File: src/rtl/ifid_pipe_reg.sv
// ifid_pipe_reg: IF/ID pipeline register between instruction fetch and decode.
//
// Captures the fetched PC and instruction every cycle. A freeze (load-use
// stall) holds the current contents. A flush (taken branch) inserts a bubble.
// A valid bit marks real instructions. Two saturating event counters, for
// performance debug, count stall cycles and flush cycles.
//
// Ports:
//   clk         rising-edge clock
//   rstn        asynchronous active-low reset
//   pcIn        PC from fetch stage (address of instrIn)
//   instrIn     instruction word from fetch stage
//   freeze      hold current contents
//   flush       squash wrong-path fetch (has priority over freeze)
//   PC          registered PC to decode
//   instruction registered instruction to decode
//   valid       1 = PC/instruction hold a real fetched instruction
//   stallCount  cycles with freeze=1 and flush=0 since reset (saturating)
//   flushCount  cycles with flush=1 since reset (saturating)
module ifid_pipe_reg #(
    parameter int unsigned          WORD_LEN  = 32,
    parameter logic [WORD_LEN-1:0]  NOP_INSTR = WORD_LEN'(0),
    parameter int unsigned          CNT_W     = 16
) (
    input  logic                clk,
    input  logic                rstn,
    input  logic [WORD_LEN-1:0] pcIn,
    input  logic [WORD_LEN-1:0] instrIn,
    input  logic                freeze,
    input  logic                flush,
    output logic [WORD_LEN-1:0] PC,
    output logic [WORD_LEN-1:0] instruction,
    output logic                valid,
    output logic [CNT_W-1:0]    stallCount,
    output logic [CNT_W-1:0]    flushCount
);

    localparam logic [CNT_W-1:0] CNT_MAX = {CNT_W{1'b1}};

    logic [WORD_LEN-1:0] pc_q,    pc_d;
    logic [WORD_LEN-1:0] instr_q, instr_d;
    logic                valid_q, valid_d;
    logic [CNT_W-1:0]    stall_cnt_q, stall_cnt_d;
    logic [CNT_W-1:0]    flush_cnt_q, flush_cnt_d;

    // Next-state: flush > freeze > load; counters saturate instead of wrapping.
    always_comb begin
        pc_d        = pc_q;
        instr_d     = instr_q;
        valid_d     = valid_q;
        stall_cnt_d = stall_cnt_q;
        flush_cnt_d = flush_cnt_q;

        if (flush) begin
            pc_d    = WORD_LEN'(0);
            instr_d = NOP_INSTR;
            valid_d = 1'b0;
            if (flush_cnt_q != CNT_MAX) begin
                flush_cnt_d = flush_cnt_q + CNT_W'(1);
            end
        end else if (freeze) begin
            if (stall_cnt_q != CNT_MAX) begin
                stall_cnt_d = stall_cnt_q + CNT_W'(1);
            end
        end else begin
            pc_d    = pcIn;
            instr_d = instrIn;
            valid_d = 1'b1;
        end
    end

    // State registers; reset forces the bubble and clears the counters.
    always_ff @(posedge clk or negedge rstn) begin
        if (!rstn) begin
            pc_q        <= WORD_LEN'(0);
            instr_q     <= NOP_INSTR;
            valid_q     <= 1'b0;
            stall_cnt_q <= CNT_W'(0);
            flush_cnt_q <= CNT_W'(0);
        end else begin
            pc_q        <= pc_d;
            instr_q     <= instr_d;
            valid_q     <= valid_d;
            stall_cnt_q <= stall_cnt_d;
            flush_cnt_q <= flush_cnt_d;
        end
    end

    assign PC          = pc_q;
    assign instruction = instr_q;
    assign valid       = valid_q;
    assign stallCount  = stall_cnt_q;
    assign flushCount  = flush_cnt_q;

endmodule

File: config.mk
export PLATFORM = sky130hd
export DESIGN_NAME = ifid_pipe_reg
export DESIGN_NICKNAME = d
export VERILOG_FILES = /design/src/rtl/ifid_pipe_reg.sv
export SDC_FILE = /design/constraint.sdc
export NUM_CORES = 1
export LEC_CHECK = 0
export ABC_AREA = 1
export BUFFER_PORTS_ARGS = -buffer_cell sky130_fd_sc_hd__buf_2
export CAP_MARGIN = 30
export CORE_ASPECT_RATIO = 0.5
export CORE_MARGIN = 2
export CORE_UTILIZATION = 50
export DETAILED_ROUTE_END_ITERATION = 10
export PLACE_DENSITY_LB_ADDON = 0.1
export SYNTH_ARGS = -nofsm -noshare
export SYNTH_HDL_FRONTEND = slang
export SYNTH_SLANG_ARGS = --single-unit
File: constraint.sdc
create_clock -name clk -period 2 [get_ports clk]
set_input_delay 0 -clock clk [delete_from_list [all_inputs] [get_ports clk]]
set_output_delay 0 -clock clk [all_outputs]
set_load 0.03 [all_outputs]
==> flow_metrics.tcl <==
set metrics [dict create \
    timing.rr.start "stallCount[0]" \
    finalSetupViolCount 0 \
    cts-root-buf "clkbuf_16" \
    crit_fanout 65 \
    globalplace.congestion 0.822 \
    worst_clock_skew_ns 0.00518 \
    slew_violations 0 \
    synth.top_cell.area_share 0.533 \
    crit_chain "dlygate4sd3_1, buf_2, inv_2, nand2_4, inv_2, buf_12, nand2_2, nand2_1, nand2_1" \
    yosysUniqueCellTypes 25 \
    worstHoldStart "freeze" \
    via_per_inst 4.85 \
    dieWidth_um 139 \
    diodes 0 \
    chipHeight_um 71.5 \
    fp-row-count 24 \
    outcome "finished, final reports clean" \
    cts_buffers 9 \
    clk_latency_ns 0.34 \
    area_growth_pct 41.7 \
    drv_cap 0 \
    slowest_delay_ns 0.54 \
    overflow 0 \
    post_cts_buffers 0 \
    htree_levels 3 \
    hp-class "in2reg" \
    dp_hpwl_mm 7.89 \
    grt_max_degree 66 \
    drt_wl_total_mm 12.3 \
    synth_cells 563 \
    r2r_slack_ns 0.41 \
    first_pass_iters 7 \
    grt_usage 0.256 \
    cp-start-kind "input port" \
    avgSynthCellArea_um2 8.09 \
    slowest_stage "dlygate4sd3_1" \
    power.total_mw 5.24 \
    required_ns 2.23 \
    syn_area_um2 4550 \
    setup_slack_ns 0.392 \
    synth_edf_count 0 \
    pre_cts_slack_ns 0.421 \
    io_pins 165 \
    wl_per_cell_um 13.5 \
    drtAntennaViolNets 0 \
    mostFrequentLayoutCells "nand2_1 (243), buf_2 (163), dfrtp_1 (97), nand3_1 (78), dlygate4sd3_1 (66)" \
    min_period_ns 1.61 \
    io_buffers 164 \
    final_area_um2 6450 \
    cts_sinks 97 \
    final_common_cell "nand2_1" \
    cts_tree "done" \
    rsz0062_at_grt "no" \
    fmax_mhz 622 \
    ys_seq_elements 97 \
    yosysTopAreaCell "dfrtp_1" \
    yosysWarnings 0 \
    ff2ff_path_depth 8 \
    netlist_top_cells_area "dfrtp_1 (53%), nand2_1 (20%), nand3_1 (8.6%), inv_1 (2.6%), nor2_1 (2.3%)" \
    timing.slew.headroom 0.598 \
    vias 4414 \
    powerDensity_nw_per_um2 813 \
    finalHoldViolations 0 \
    drt-initial-drc-count 247 \
    start_util 0.519 \
    fin_crit_sh 0.804 \
    cts_buffer_depth 2 \
    final_core_utilization 0.736 \
    whs_endpoint "stallCount[12]" \
    syn_nets 633 \
    dpl_cell_area_um2 5480 \
    whs_path_depth 5 \
    core-area_um2 8770 \
    die_area_um2 9930 \
    crit_path_end_kind "flip-flop" \
    ir_worst_vdd_uv 750 \
    seq_area_frac_synth 0.533 \
    drive_gt1_frac 0.266 \
    cp.arrival_ns 1.84 \
    reg2reg_to "stallCount[6]" \
    path_clk_slew_ns 0.06 \
    tns_ns 0 \
    p_leak_nw 3.62 \
    synthArstFlopShare 1.00 \
    num-nets-final 860 \
    synthFlopType "dfrtp_1" \
    grt_pass1_vias 4133 \
    worstMarginPinSlew_ns 0.603 \
    drc 0 \
    crit_type "in2reg" \
    antenna_found_initial 0 \
    grt_pass1_wl_mm 20.1 \
]
-- cells in the mapped netlist, types with 2 or more instances --
cell type and n:
inv_1 32, nand3_1 78, inv_2 4, dfrtp_1 97, buf_2 2, xor2_1 4
buf_6 6, nand2_4 4, buf_4 2, clkbuf_1 10, nor3_1 5, nand2_2 9
nor2_4 6, nand3b_1 3, xnor2_1 5, nand2_1 243, nand4_1 8, nor2_2 2
nor2_1 28, ha_1 2, o21ai_0 4, o21ai_1 6
-- metal layers --
layer  global-route usage  share of wire
met1                0.323           0.42
met2                0.437           0.50
met3               0.0535          0.042
met4                0.117          0.034
met5                    0              0
-- kinds of logic (layout without fill, tap and decap cells) --
logic type                 after synthesis  count (layout)  share of synthesized area
adders and majority gates                2               2                    0.00550
buffers and inverters                   58             289                     0.0610
xor gates and xnor gates                 9               9                     0.0173
AOI/OAI and AO/OA                       10              10                     0.0110
and+or+nand+nor                        387             387                      0.372
DFF                                     97              97                      0.533
-- per-stage QoR --
stage / hold WS (ns) / cells
after floorplan: -0.296 / 563
after global placement: 0.0425 / 830
after detailed placement: 0.0383 / 830
after CTS: 0.103 / 911
after global routing: 0.119 / 911
final: 0.112 / 911
-- cell type report --
| cell class | instances | area, µm² |
|---|---|---|
| Clock inverter | 3 | 65.1 |
| Multi-Input combinational cell | 408 | 1850 |
| Clock buffer | 12 | 246 |
| Timing Repair Buffer | 237 | 1570 |
| Tap cell | 117 | 146 |
| Inverter | 37 | 144 |
| Fill cell | 688 | 2320 |
| Sequential cell | 97 | 2430 |
-- power by group --
part	internal [mW]	total (mW)	switching [mW]
clock	1.12	1.82	0.701
combinational	0.400	1.12	0.720
sequential	2.13	2.30	0.175
-- critical path: cells and delay by family --
kind	cells	cell delay, ns
buf+inv	5	1.36
simple gates	4	0.44
-- worst max path at each step --
stage | to | slack (ns) | from | depth (start not counted)
2_1_floorplan | stallCount[10] | 0.39 | stallCount[0] | 8
3_5_place_dp | stallCount[6] | 0.42 | stallCount[0] | 8
6_report | stallCount[15] | 0.39 | flush | 9
3_3_place_gp | stallCount[6] | 0.45 | stallCount[0] | 8
4_1_cts | stallCount[6] | 0.40 | stallCount[0] | 8
5_1_grt | stallCount[6] | 0.24 | stallCount[0] | 8
-- state kept, by name, indices dropped and copies added, names as in the netlist --
signal	cells
flushCount	16
valid	1
stallCount	16
PC	32
instruction	32
-- what timing repair did --
action / in CTS / in global routing
endpoints found under the hold margin: 107 / 0
resized for setup: 0 / 0
hold buffers: 66 / 0
(Power assumes the default switching activity.)
